## config.mk

```make
export PLATFORM = sky130hd
export DESIGN_NAME = uart_memif_bridge
export DESIGN_NICKNAME = d
export VERILOG_FILES = /design/src/rtl/uart_memif_bridge.sv
export SDC_FILE = /design/constraint.sdc
export NUM_CORES = 1
export LEC_CHECK = 0
export ABC_AREA = 1
export BUFFER_PORTS_ARGS = -buffer_cell sky130_fd_sc_hd__buf_4
export CAP_MARGIN = 0
export CORE_ASPECT_RATIO = 1.75
export CORE_MARGIN = 10
export CORE_UTILIZATION = 54
export DETAILED_ROUTE_END_ITERATION = 8
export GPL_TIMING_DRIVEN = 0
export PLACE_DENSITY_LB_ADDON = 0.05
export SLEW_MARGIN = 15
export SYNTH_ARGS = -nofsm -noshare
export SYNTH_HDL_FRONTEND = slang
export SYNTH_SLANG_ARGS = --single-unit
```

## constraint.sdc

```tcl
create_clock -name g_clk -period 2.6 [get_ports g_clk]
set_input_delay 0.13 -clock g_clk [delete_from_list [all_inputs] [get_ports g_clk]]
set_output_delay 0.13 -clock g_clk [all_outputs]
set_load 0.01 [all_outputs]
```

## src/rtl/uart_memif_bridge.sv

```systemverilog
// UART byte-command to memory-interface bridge: decodes READ/WRITE commands from received bytes,
// issues one memory request per command and streams a status (plus read data) response back.
module uart_memif_bridge #(
   parameter int unsigned TIMEOUT = 255
) (
   input  logic        g_clk,
   input  logic        g_reset,
   output logic        g_clk_req,
   input  logic        rx_valid,
   input  logic [7:0]  rx_data,
   output logic        tx_valid,
   input  logic        tx_ready,
   output logic [7:0]  tx_data,
   output logic        memif_req,
   input  logic        memif_gnt,
   output logic        memif_wen,
   output logic [3:0]  memif_strb,
   output logic [31:0] memif_addr,
   output logic [31:0] memif_wdata,
   input  logic [31:0] memif_rdata,
   input  logic        memif_error,
   output logic        overrun
);

   localparam logic [7:0]  OpRead    = 8'h01;
   localparam logic [7:0]  OpWrite   = 8'h02;
   localparam logic [7:0]  StsOk     = 8'h00;
   localparam logic [7:0]  StsTmo    = 8'h02;
   localparam logic [7:0]  StsBadOp  = 8'hFF;
   localparam logic [15:0] TmoLast   = 16'(TIMEOUT - 1);

   typedef enum logic [2:0] {StIdle, StAddr, StData, StReq, StRsp, StSend} state_e;

   state_e       state_q, state_d;
   logic         op_write_q;
   logic [1:0]   cnt_q;
   logic [31:0]  addr_q;
   logic [31:0]  wdata_q;
   logic [31:0]  rdata_q;
   logic [7:0]   status_q;
   logic [15:0]  tmo_q;
   logic [2:0]   byte_idx_q;
   logic [2:0]   last_idx_q;
   logic         overrun_q;

   logic         is_op;
   logic         tmo_hit;
   logic         last_byte;
   logic         rsp_has_data;
   logic [7:0]   send_byte;

   assign is_op        = (rx_data == OpRead) || (rx_data == OpWrite);
   assign tmo_hit      = (tmo_q == TmoLast);
   assign last_byte    = (byte_idx_q == last_idx_q);
   assign rsp_has_data = !op_write_q && !memif_error;

   // State register
   always_ff @(posedge g_clk) begin
      if (g_reset) begin
         state_q <= StIdle;
      end else begin
         state_q <= state_d;
      end
   end

   // Next-state logic
   always_comb begin
      state_d = state_q;
      unique case (state_q)
         StIdle: begin
            if (rx_valid) begin
               state_d = is_op ? StAddr : StSend;
            end
         end
         StAddr: begin
            if (rx_valid && (cnt_q == 2'd3)) begin
               state_d = op_write_q ? StData : StReq;
            end
         end
         StData: begin
            if (rx_valid && (cnt_q == 2'd3)) begin
               state_d = StReq;
            end
         end
         StReq: begin
            if (memif_gnt) begin
               state_d = StRsp;
            end else if (tmo_hit) begin
               state_d = StSend;
            end
         end
         StRsp: state_d = StSend;
         StSend: begin
            if (tx_ready && last_byte) begin
               state_d = StIdle;
            end
         end
         default: state_d = StIdle;
      endcase
   end

   always_comb begin
      send_byte = status_q;
      unique case (byte_idx_q)
         3'd1:    send_byte = rdata_q[7:0];
         3'd2:    send_byte = rdata_q[15:8];
         3'd3:    send_byte = rdata_q[23:16];
         3'd4:    send_byte = rdata_q[31:24];
         default: send_byte = status_q;
      endcase
   end

   // Output logic
   always_comb begin
      g_clk_req   = (state_q != StIdle) || rx_valid;
      memif_req   = (state_q == StReq);
      memif_wen   = memif_req && op_write_q;
      memif_strb  = (memif_req && op_write_q) ? 4'b1111 : 4'b0000;
      memif_addr  = {addr_q[31:2], 2'b00};
      memif_wdata = wdata_q;
      tx_valid    = (state_q == StSend);
      tx_data     = tx_valid ? send_byte : 8'h00;
      overrun     = overrun_q;
   end

   // Datapath: field capture, timeout counting and response sequencing
   always_ff @(posedge g_clk) begin
      if (g_reset) begin
         op_write_q <= 1'b0;
         cnt_q      <= 2'd0;
         addr_q     <= 32'h0;
         wdata_q    <= 32'h0;
         rdata_q    <= 32'h0;
         status_q   <= 8'h00;
         tmo_q      <= 16'd0;
         byte_idx_q <= 3'd0;
         last_idx_q <= 3'd0;
         overrun_q  <= 1'b0;
      end else begin
         unique case (state_q)
            StIdle: begin
               if (rx_valid) begin
                  byte_idx_q <= 3'd0;
                  if (is_op) begin
                     op_write_q <= (rx_data == OpWrite);
                     cnt_q      <= 2'd0;
                  end else begin
                     status_q   <= StsBadOp;
                     last_idx_q <= 3'd0;
                  end
               end
            end
            StAddr: begin
               if (rx_valid) begin
                  addr_q[{cnt_q, 3'b000} +: 8] <= rx_data;
                  cnt_q <= cnt_q + 2'd1;
               end
            end
            StData: begin
               if (rx_valid) begin
                  wdata_q[{cnt_q, 3'b000} +: 8] <= rx_data;
                  cnt_q <= cnt_q + 2'd1;
               end
            end
            StReq: begin
               if (memif_gnt) begin
                  tmo_q <= 16'd0;
               end else if (tmo_hit) begin
                  tmo_q      <= 16'd0;
                  status_q   <= StsTmo;
                  last_idx_q <= 3'd0;
                  byte_idx_q <= 3'd0;
               end else begin
                  tmo_q <= tmo_q + 16'd1;
               end
            end
            StRsp: begin
               status_q   <= memif_error ? 8'h01 : StsOk;
               last_idx_q <= rsp_has_data ? 3'd4 : 3'd0;
               byte_idx_q <= 3'd0;
               if (rsp_has_data) begin
                  rdata_q <= memif_rdata;
               end
            end
            StSend: begin
               if (tx_ready) begin
                  byte_idx_q <= byte_idx_q + 3'd1;
               end
            end
            default: ;
         endcase
         // Bytes arriving while a command is in flight are dropped, including the SEND->IDLE cycle
         if (rx_valid && ((state_q == StReq) || (state_q == StRsp) || (state_q == StSend))) begin
            overrun_q <= 1'b1;
         end
      end
   end

endmodule

```

# Yosys cells after proc, flatten, opt, wreduce, memory -nomap -nowiden

Index checks and enable logic that the tools add are counted.

Word-level logic and storage cells: 102
Register bits after elaboration: 133
Input port bits: 46

Reductions and logical operators: 25
Shift operators: 2
Eq/ne operators: 25
Mux-type cells: 35
Add/subtract/negate cells: 4

Operators by type and width:

| cell                                                                     | number |
|---|---|
| 32-bit bitwise mux                                                       | 2 |
| 3-bit 2-to-1 mux                                                         | 14 |
| 8-bit 2-to-1 mux                                                         | 5 |
| 16-bit 2-to-1 mux                                                        | 2 |
| 8-bit one-hot mux with 4 select lines                                    | 1 |
| 8-bit by 7-bit variable shift with 32-bit output (first input constant)  | 1 |
| 8-bit by 7-bit variable part select with 32-bit output                   | 1 |
| 8-bit one-hot mux with 3 select lines                                    | 1 |
| 3-bit one-hot mux with 6 select lines                                    | 1 |
| 16-bit by 1-bit adder with 16-bit output (second input constant)         | 1 |
| 16-bit by 8-bit == test with 1-bit output (second input constant)        | 1 |
| 5-bit AND reduction                                                      | 3 |
| 3-bit by 2-bit == test with 1-bit output (second input constant)         | 4 |
| 2-bit inequality test (second input constant)                            | 6 |
| 3-bit one-hot mux with 4 select lines                                    | 1 |
| 3-bit == test (second input constant)                                    | 3 |
| 3-bit one-hot mux with 3 select lines                                    | 1 |
| 8-bit by 1-bit == test with 1-bit output (second input constant)         | 1 |
| 8-bit by 2-bit == test with 1-bit output (second input constant)         | 1 |
| 2-bit by 1-bit inequality test with 1-bit output (second input constant) | 4 |
| 5-bit negator with 7-bit output                                          | 1 |
| 3-bit by 1-bit == test with 1-bit output (second input constant)         | 2 |
| 2-bit 2-to-1 mux                                                         | 3 |
| 2-bit AND reduction                                                      | 3 |
| 18 further kinds                                                         | 28 |

# Logic depth before layout (Yosys ltp)

Gate-level depths: netlist of run 1.

Word-level depth: 5
Mapped depth: 11

# Worst setup path before layout of run 1

OpenSTA, ideal clock, no wires.

Kind: reg2reg
Start point: register cnt_q[0]
End point: register wdata_q[13], in the netlist memif_wdata[13]
Path slack: 0.580 ns
Path buffers: 3
Stages on the path, launching flop included: 10
Arrival: 1.888 ns
Period minus slack after synthesis: 2.020 ns
Cells stage by stage: dfxtp_1 -> buf_2 -> inv_1 -> clkbuf_1 -> ha_1 -> nand2_1 -> clkbuf_1 -> nor3_1 -> nand3_1 -> a21oi_1

Cells in the longest elaborated chain, start to end: 3

RTL lines:

| element                                                                                                                           | line | source |
|---|---|---|
| from (decl)                                                                                                                       | 36   | `logic [1:0] cnt_q;` |
| from (signal assigned)                                                                                                            | 156  | `cnt_q <= cnt_q + 2'd1;` |
| from (signal assigned)                                                                                                            | 162  | `cnt_q <= cnt_q + 2'd1;` |
| 5-bit negator with 7-bit output *                                                                                                 | 161  | `wdata_q[{cnt_q, 3'b000} +: 8] <= rx_data;` |
| 8-bit by 7-bit variable part select with 32-bit output / 8-bit by 7-bit variable shift with 32-bit output (equally long branches) | 161  |  |
| 32-bit bitwise mux *                                                                                                              | 161  |  |
| to (signal, indexed assignment)                                                                                                   | 161  |  |
| to (decl)                                                                                                                         | 38   | `logic [31:0] wdata_q;` |

Mark *: on every way between the ends. The rest lies on a longest branch, timed or not.
A chain may end at the register's enable or synchronous reset.

# Worst setup path after layout of run 1

Start point: register byte_idx_q[0]
End point: output port tx_data[1]

Cells in the longest elaborated chain, start to end: 3

RTL lines:

| element                                 | line | source |
|---|---|---|
| from (decl)                             | 42   | `logic [2:0] byte_idx_q;` |
| from (signal assigned)                  | 187  | `byte_idx_q <= byte_idx_q + 3'd1;` |
| 3-bit == test (tied with other cells)   | 104  | `unique case (byte_idx_q)` |
| 8-bit one-hot mux with 4 select lines * | 104  |  |
| 8-bit 2-to-1 mux *                      | 122  | `tx_data = tx_valid ? send_byte : 8'h00;` |
| to (decl)                               | 13   | `output logic [7:0] tx_data,` |

Marked as above.

==> flow_metrics.env, run 1 <==
export IMPL_status="complete, no violations"
export IMPL_drc=0
export IMPL_synthCells=807
export IMPL_grt_overflow=0
export IMPL_maxSlewViolCount=0
export IMPL_cp_required_ns=2.47
export IMPL_yosys_warnings=0
export IMPL_rsz0062_at_grt="false"
export IMPL_grt_max_degree=17
export IMPL_path_class="flop to primary output"
export IMPL_antenna_found_initial=0
export IMPL_powerDensity_nw_per_um2=786.5
export IMPL_gp_congestion=0.9463
export IMPL_initial_utilization_pct=55.27
export IMPL_total_power_mw=5.825
export IMPL_track_usage_pct=22.70
export IMPL_ys_dominant_reg_cell="dfxtp_1"
export IMPL_cts_buffers=17
export IMPL_setup_slack_ns=0.1593
export IMPL_worstSetupEndpointType="primary output"
export IMPL_hold_class="primary input to flop"
export IMPL_core_area_um2=10300
export IMPL_hold_viol_final=0
export IMPL_syn_area_um2=5693
export IMPL_synthArstFlopShare_pct=0
export IMPL_period_share_pct=93.87
export IMPL_ctsHtreeMaxLevel=4
export IMPL_synth_edf_count=0
export IMPL_period_minus_slack_ns=2.441
export IMPL_start_kind="flop"
export IMPL_crit_fanout=8
export IMPL_clock_skew_ns=0.006368
export IMPL_clock_latency_ns=0.41
export IMPL_dr_wl_met3_um=874
export IMPL_area_growth_pct=30.11
export IMPL_first_pass_iters=8
export IMPL_cts_buffer_depth=2
export IMPL_final_layout_size_suffix_gt1_share_pct=20.47
export IMPL_die_h_um=155.8
export IMPL_ys_top_cells_by_count="172 x nand2_1, 124 x dfxtp_1, 108 x a21oi_1"
export IMPL_yosys_register_bits=124
export IMPL_cts_root_buf="clkbuf_16"
export IMPL_synth_area_top_cells="dfxtp_1 44%, nand2_1 11%, a21oi_1 9.5%"
export IMPL_setup_violations=0
export IMPL_postRouteAntennaNets=0
export IMPL_tritoncts_num_sinks=124
export IMPL_grt_pass1_wl_um=28520
export IMPL_port_buffers=124
export IMPL_cts_tree="done"
export IMPL_dr_total_vias=5961
export IMPL_tightest_slew_ns=0.7135
export IMPL_yosysTopAreaCell="dfxtp_1"
export IMPL_stdcell_area_um2=7407
export IMPL_drv_cap=0
export IMPL_drtIter0Drc=272
export IMPL_via_per_inst=5.424
export IMPL_rows=49
export IMPL_wl_met1_um=6419
export IMPL_ios=127
export IMPL_r2r_cells=9
export IMPL_die_area_um2=15210
export IMPL_hold_depth=3
export IMPL_p_leak_nw=3.172
export IMPL_synth_top_cell_area_share_pct=43.60
export IMPL_yosysMostFrequentCell="nand2_1"
export IMPL_dp_slack_ns=0.1867
export IMPL_place_hpwl_um=13650
export IMPL_ir_drop_mv=0.5598
export IMPL_fin_tns_setup_ns=0
export IMPL_wl_per_cell_um=16.11
export IMPL_postSynthAreaPerCell_um2=7.054
export IMPL_ys_seq_area_share_pct=43.60
export IMPL_crit_arrival_ns=2.31
export IMPL_fill_cells=840
export IMPL_die_width_um=97.62
export IMPL_synthDistinctLibCells=32
export IMPL_multi_input_area_um2=2710
export IMPL_max_slew_margin_pct=52.43
export IMPL_diodes=0
export IMPL_hold_ws_ns=0.01093
export IMPL_max_freq_ghz=0.4097
export IMPL_place_area_um2=6787
export IMPL_seq_area_um2=2482
export IMPL_grt_pass1_vias=6066
export IMPL_nNetsFinal=1018
export IMPL_wirelength_um=17710
export IMPL_top_layer_used="met4"
export IMPL_clkTransAtPathRegs_ns=0.06
export IMPL_met2_length_um=9532
==> final timing paths <==
path / from / endpoint / slack [ns]
max: byte_idx_q[0] / tx_data[1] / 0.16
min: memif_rdata[27] / rdata_q[27] / 0.01
min reg2reg: rdata_q[30] / rdata_q[30] / 0.45
max reg2reg: cnt_q[0] / memif_wdata[16] / 0.23
==> power breakdown <==
| part | switching [mW] | leakage [nW] | total (mW) | internal (mW) |
|---|---|---|---|---|
| Combinational | 0.989 | 1.91 | 1.50 | 0.515 |
| Clock | 0.909 | 0.257 | 2.14 | 1.23 |
| Sequential | 0.104 | 1.00 | 2.18 | 2.08 |
| Total | 2.00 | 3.17 | 5.83 | 3.82 |
==> cell type report <==
class	instances	area share [%]
Buffer	35	2.280
Clock buffer	18	5.794
Clock inverter	14	1.554
Inverter	89	4.544
Multi-Input combinational cell	560	36.59
Sequential cell	124	33.51
Tap cell	127	2.145
Timing Repair Buffer	132	13.58
==> sequential cells by signal, summed over array words and instances (netlist names) <==
signal and cells:
rdata_q 32, overrun 1, byte_idx_q 3, memif_wdata 32, status_q 3, state_q 3, addr_q 30, cnt_q 2
last_idx_q 1, tmo_q 16, op_write_q 1
==> kinds of logic after synthesis <==
group	Yosys count	share of synthesized area, %
AO/OA/AOI/OAI	183	16.75
other	1	0.06587
buffers and inverters	124	8.857
adder cells (fa/ha/maj)	13	2.857
XOR/XNOR	6	0.9232
AND/OR/NAND/NOR	356	26.95
flip-flops	124	43.60
==> what timing repair did <==
action,4_1_cts,5_1_grt
setup endpoints to repair,1,27
hold buffers,6,0
gates resized for setup,0,2
endpoints found under the hold margin,6,0
pin swaps,1,1
buffers inserted,0,2
==> critical path, cell delays in order (launching register included) <==
cell      delay, ns
dfxtp_1        0.36
inv_1          0.10
ha_1           0.22
nand2_1        0.24
inv_1          0.14
nor3_4         0.27
buf_4          0.17
nor2_1         0.04
a211oi_1       0.19
buf_4          0.17
==> layout by cell type (no fill, tap or decap), types with 6 or more instances in the layout <==
master         netlist  layout
nand2_1            172     172
buf_4                7     133
dfxtp_1            124     124
a21oi_1            108     108
nor2_1              91      91
inv_1               78      78
o21ai_0             55      55
nand3_1             50      50
nor3_1              22      22
clkbuf_1            19      19
clkbuf_16            0      17
ha_1                13      13
o22ai_1             12      12
inv_2               10      10
buf_2                8       8
clkinv_4             0       7
dlygate4sd3_1        0       6
==> through the flow <==
step | cells | utilization, %
floorplan | 808 | -
global placement | 1059 | 65.89
detailed placement | 1059 | 65.89
CTS | 1097 | 71.76
global route | 1099 | 71.91
finish | 1099 | 71.91
==> routing by layer <==
layer	track usage, %	vias up
met1	21.70	2736
met5	0	-
li1	-	2923
met3	5.277	63
met4	14.46	0
met2	42.30	239
Note: power is estimated with default switching activity, not from simulation.
==> run 2: changes to the inputs <==
--- a/config.mk
+++ b/config.mk
@@ -8,9 +8,11 @@
 export ABC_AREA = 1
 export BUFFER_PORTS_ARGS = -buffer_cell sky130_fd_sc_hd__buf_4
 export CAP_MARGIN = 0
+export CELL_PAD_IN_SITES_DETAIL_PLACEMENT = 1
+export CELL_PAD_IN_SITES_GLOBAL_PLACEMENT = 1
 export CORE_ASPECT_RATIO = 1.75
 export CORE_MARGIN = 10
-export CORE_UTILIZATION = 54
+export CORE_UTILIZATION = 38
 export DETAILED_ROUTE_END_ITERATION = 8
 export GPL_TIMING_DRIVEN = 0
 export PLACE_DENSITY_LB_ADDON = 0.05
==> run 2 against run 1 <==
- sequential cell count is the same
- routed wire length is 16% higher
- clock power is 8% higher
- design area up 1.5%
- hold slack lost 0.0087 ns
- final cell count grew 4.9%
- largest power group is now the clock network
==> flow_metrics.env, run 2 (synthesis results as in run 1) <==
export IMPL_status="complete, no violations"
export IMPL_start_kind="flop"
export IMPL_tightest_slew_ns=0.6658
export IMPL_dr_total_vias=5951
export IMPL_cp_num_buf_inv=3
export IMPL_drc=0
export IMPL_cts_tree="done"
export IMPL_critical_path_top_delay_family="simple AND/OR/NAND/NOR gates"
export IMPL_clock_skew_ns=0.01087
export IMPL_hold_class="primary input to flop"
export IMPL_setup_violations=0
export IMPL_period_minus_slack_ns=2.419
export IMPL_drv_cap=0
export IMPL_worstSetupEndpointType="primary output"
export IMPL_rows=59
export IMPL_diodes=0
export IMPL_initial_utilization_pct=38.56
export IMPL_seq_area_um2=2482
export IMPL_postRouteAntennaNets=0
export IMPL_antenna_found_initial=0
export IMPL_drtIter0Drc=216
export IMPL_path_class="flop to primary output"
export IMPL_grt_max_degree=17
export IMPL_fill_cells=1939
export IMPL_cp_slowest_cell="dfxtp_1"
export IMPL_cpPeakStageDelay_ns=0.36
export IMPL_clkTransAtPathRegs_ns=0.06
export IMPL_maxSlewViolCount=0
export IMPL_clock_latency_ns=0.43
export IMPL_multi_input_area_um2=2740
export IMPL_cp_required_ns=2.47
export IMPL_area_growth_pct=32.07
export IMPL_via_per_inst=5.161
export IMPL_nNetsFinal=1016
export IMPL_crit_arrival_ns=2.29
export IMPL_port_buffers=124
export IMPL_mostFrequentLayoutCells="171 x nand2_1, 133 x buf_4, 124 x dfxtp_1, 108 x a21oi_1, 91 x nor2_1"
export IMPL_max_freq_ghz=0.4134
export IMPL_cts_buffers=17
export IMPL_rsz0062_at_grt="false"
export IMPL_crit_fanout=8
export IMPL_core_area_um2=14760
export IMPL_track_usage_pct=19.37
export IMPL_hold_viol_final=0
export IMPL_powerDensity_nw_per_um2=808.6
export IMPL_wirelength_um=20540
export IMPL_p_leak_nw=3.188
export IMPL_grt_pass1_vias=6473
export IMPL_gp_congestion=0.8395
export IMPL_ios=127
export IMPL_cts_buffer_depth=2
export IMPL_die_h_um=181.9
export IMPL_wl_per_cell_um=17.81
export IMPL_total_power_mw=6.079
export IMPL_grt_pass1_wl_um=32100
export IMPL_fin_tns_setup_ns=0
export IMPL_hold_ws_ns=0.002205
export IMPL_dp_slack_ns=0.09570
export IMPL_grt_overflow=0
export IMPL_layout_commonest_cell="nand2_1"
export IMPL_place_hpwl_um=16220
export IMPL_setup_slack_ns=0.1812
export IMPL_final_layout_size_suffix_gt1_share_pct=21.24
export IMPL_ctsHtreeMaxLevel=4
export IMPL_period_share_pct=93.03
export IMPL_cts_root_buf="clkbuf_16"
export IMPL_path_cells="inv_1 -> ha_1 -> nand2_2 -> inv_1 -> nor3_4 -> nor2_1 -> a211oi_1 -> buf_4"
export IMPL_cp_common_cell="inv_1"
export IMPL_first_pass_iters=5
export IMPL_max_slew_margin_pct=55.61
export IMPL_ir_drop_mv=0.4096
export IMPL_die_area_um2=20470
export IMPL_die_width_um=112.5
export IMPL_tritoncts_num_sinks=124
[run 2: changes by cell type in the layout (fill, tap and decap cells not counted), moves of 2 or more]
cell,previous run,this run
clkinv_4,7,3
nor3_1,22,18
inv_6,3,5
nor3_2,0,4
clkbuf_1,19,17
dlygate4sd3_1,6,4
[run 2: path summary, 6_finish.rpt]
kind / from / endpoint / slack (ns) / depth (start not counted)
setup / recovery: byte_idx_q[0] / tx_data[1] / 0.18 / 8
hold / removal: memif_rdata[24] / rdata_q[24] / 0.002 / 3
setup reg to reg: cnt_q[0] / memif_wdata[13] / 0.22 / 9
hold reg to reg: rdata_q[22] / rdata_q[22] / 0.46 / 2
[run 2: worst min-delay path, delay by kind of cell]
family | cells | cell delay (ns)
buffers and inverters | 1 | 0.08
AO/OA/AOI/OAI | 2 | 0.18
[run 2: area by class of cell]
class	count	area share (%)
inverter	89	4.477
multi-input combinational	560	36.45
timing repair buffer	130	13.11
sequential	124	33.02
clock buffer	18	5.841
buffer	35	2.263
tap	183	3.045
clock inverter	14	1.797
[run 2: timing repair]
action / CTS / global route
gates cloned: 0 / 0
setup buffers: 2 / 0
gates resized for setup: 0 / 10
hold buffers: 4 / 0
hold endpoints to repair: 4 / 0
pin swaps: 1 / 0
setup endpoints to repair: 7 / 32
[run 2: metal layers]
layer / share of wire [%] / track usage [%]
met4: 3.4 / 9.582
met3: 4.1 / 4.488
met5: 0 / 0
met2: 57 / 38.52
met1: 36 / 17.32
[run 2: per-stage QoR]
stage                     utilization, %  std cells  instance area [µm²]
after CTS                          50.70       1153                 7486
after global routing               50.92       1153                 7518
after detailed placement           46.44       1115                 6857
after global placement             46.44       1115                 6857
final                              50.92       1153                 7518
after floorplan                        -        808                 5697
[run 2: where the power goes]
part | internal [mW] | total, mW | switching [mW]
Sequential | 2.08 | 2.19 | 0.110
Clock | 1.36 | 2.32 | 0.961
Combinational | 0.518 | 1.58 | 1.06
Total | 3.95 | 6.08 | 2.13
==> run 3: changes to the inputs <==
==> constraint.sdc (replaced) <==
create_clock -name g_clk -period 2.75 [get_ports g_clk]
set_input_delay 0.1375 -clock g_clk [delete_from_list [all_inputs] [get_ports g_clk]]
set_output_delay 0.1375 -clock g_clk [all_outputs]
set_load 0.01 [all_outputs]
==> run 3 against run 2 <==
- clock-buffer cell count stayed put
- non-clock buffer count fell by 2
- largest power group unchanged
- hold slack better by 0.0024 ns
- setup slack better by 0.053 ns
==> flow_metrics.env, run 3 (synthesis results as in run 1) <==
export IMPL_crit_fanout=12
export IMPL_drtIter0Drc=202
export IMPL_cts_resized=0
export IMPL_worstSetupEndpointType="flop"
export IMPL_final_core_util_pct=50.57
export IMPL_nNetsFinal=1014
export IMPL_max_freq_ghz=0.3975
export IMPL_die_area_um2=20470
export IMPL_antenna_found_initial=0
export IMPL_grt_overflow=0
export IMPL_die_width_um=112.5
export IMPL_rsz0062_at_grt="true"
export IMPL_drc=0
export IMPL_status="complete, no violations"
export IMPL_cts_tree="done"
export IMPL_grt_max_degree=17
export IMPL_cts_buffers=17
export IMPL_max_slew_margin_pct=55.43
export IMPL_path_class="flop to flop"
export IMPL_mostFrequentLayoutCells="172 x nand2_1, 133 x buf_4, 124 x dfxtp_1, 108 x a21oi_1, 91 x nor2_1"
export IMPL_via_per_inst=5.166
export IMPL_area_growth_pct=31.14
export IMPL_stdcell_area_um2=7466
export IMPL_ctsHtreeMaxLevel=4
export IMPL_clkTransAtPathRegs_ns=0.06
export IMPL_p_leak_nw=3.166
export IMPL_clock_skew_ns=0.01270
export IMPL_period_minus_slack_ns=2.516
export IMPL_clock_latency_ns=0.43
export IMPL_diodes=0
export IMPL_ios=127
export IMPL_tightest_slew_ns=0.6685
export IMPL_wirelength_um=20450
export IMPL_r2r_slack_ns=0.23
export IMPL_hold_class="primary input to flop"
export IMPL_cp_slowest_cell="ha_1"
export IMPL_cts_buffer_depth=2
export IMPL_setup_violations=0
export IMPL_final_layout_size_suffix_gt1_share_pct=20.56
export IMPL_maxSlewViolCount=0
export IMPL_setup_slack_ns=0.2345
export IMPL_cp_required_ns=3.09
export IMPL_place_area_um2=6857
export IMPL_cpPeakStageDelay_ns=0.43
export IMPL_path_cells="buf_2 -> inv_1 -> clkbuf_1 -> ha_1 -> nand2_1 -> clkbuf_1 -> nor3_1 -> nand2_1 -> a21oi_1"
export IMPL_initial_utilization_pct=38.56
export IMPL_first_pass_iters=4
export IMPL_port_buffers=124
export IMPL_grt_pass1_vias=6443
export IMPL_die_h_um=181.9
export IMPL_dr_total_vias=5946
export IMPL_drv_cap=0
export IMPL_layout_commonest_cell="nand2_1"
export IMPL_track_usage_pct=19.27
export IMPL_place_hpwl_um=16220
export IMPL_ir_drop_mv=0.3864
export IMPL_crit_arrival_ns=2.85
export IMPL_hold_viol_final=0
export IMPL_period_share_pct=91.47
export IMPL_rows=59
export IMPL_start_kind="flop"
export IMPL_tritoncts_num_sinks=124
export IMPL_postRouteAntennaNets=0
export IMPL_core_area_um2=14760
export IMPL_wl_per_cell_um=17.77
export IMPL_grt_pass1_wl_um=31930
export IMPL_total_power_mw=5.715
export IMPL_dp_slack_ns=0.2457
export IMPL_gp_congestion=0.8395
export IMPL_fill_cells=1945
export IMPL_powerDensity_nw_per_um2=765.5
export IMPL_cts_root_buf="clkbuf_16"
run 3: cell count changes in the layout (fill, tap and decap cells not counted):
cell and change:
clkbuf_1 +2, nand2_1 +1, nor3_2 -4, nor3_1 +4, clkbuf_2 -2, dlygate4sd3_1 -2
o21ai_2 +1, o21ai_4 -1, nand2_2 -1
run 3: per-layer routing:
metal / part of all wire [%] / global-route usage, %
met4: 3.7 / 9.582
met2: 57 / 38.31
met5: 0 / 0
met1: 35 / 17.17
met3: 4.3 / 4.521
run 3: cell type report:
class | instances | area (µm²) | share of cell area (%)
sequential | 124 | 2482 | 33.25
tap | 183 | 229.0 | 3.067
clock inverter | 14 | 135.1 | 1.810
inverter | 89 | 336.6 | 4.508
multi-input combinational | 560 | 2710 | 36.30
buffer | 35 | 167.7 | 2.246
clock buffer | 18 | 439.2 | 5.882
timing repair buffer | 128 | 965.9 | 12.94
run 3: worst max-delay path: cells and delay by family, from the launching register on:
family | cells | cell delay, ns
flops | 1 | 0.39
fa+ha+maj | 1 | 0.43
buf+inv | 4 | 0.86
compound gates | 1 | 0.19
simple gates | 3 | 0.57
run 3: final timing paths:
| path | cells past startpoint | start | end |
|---|---|---|---|
| worst min-delay path | 3 | memif_rdata[7] | rdata_q[7] |
| worst max-delay path | 9 | cnt_q[0] | addr_q[21] |
| worst min register to register | 2 | rdata_q[22] | rdata_q[22] |
| worst max register to register | 9 | cnt_q[0] | addr_q[21] |
run 3: power breakdown:
| part | switching (mW) | internal, mW |
|---|---|---|
| clock | 0.904 | 1.28 |
| combinational | 0.980 | 0.485 |
| sequential | 0.101 | 1.96 |
run 3: per-stage QoR:
| step | hold WS (ns) | std cells | setup TNS, ns |
|---|---|---|---|
| floorplan | 0.2877 | 808 | 0 |
| global placement | 0.4197 | 1115 | 0 |
| detailed placement | 0.4293 | 1115 | 0 |
| CTS | 0.0003453 | 1149 | 0 |
| global route | 0.01489 | 1151 | -0.04714 |
| finish | 0.004650 | 1151 | 0 |
run 3: timing repair:
| action | 4_1_cts | 5_1_grt |
|---|---|---|
| hold endpoints to repair | 2 | 0 |
| setup buffers | 0 | 2 |
| hold buffers | 2 | 0 |
| endpoints found under the setup margin | 0 | 10 |
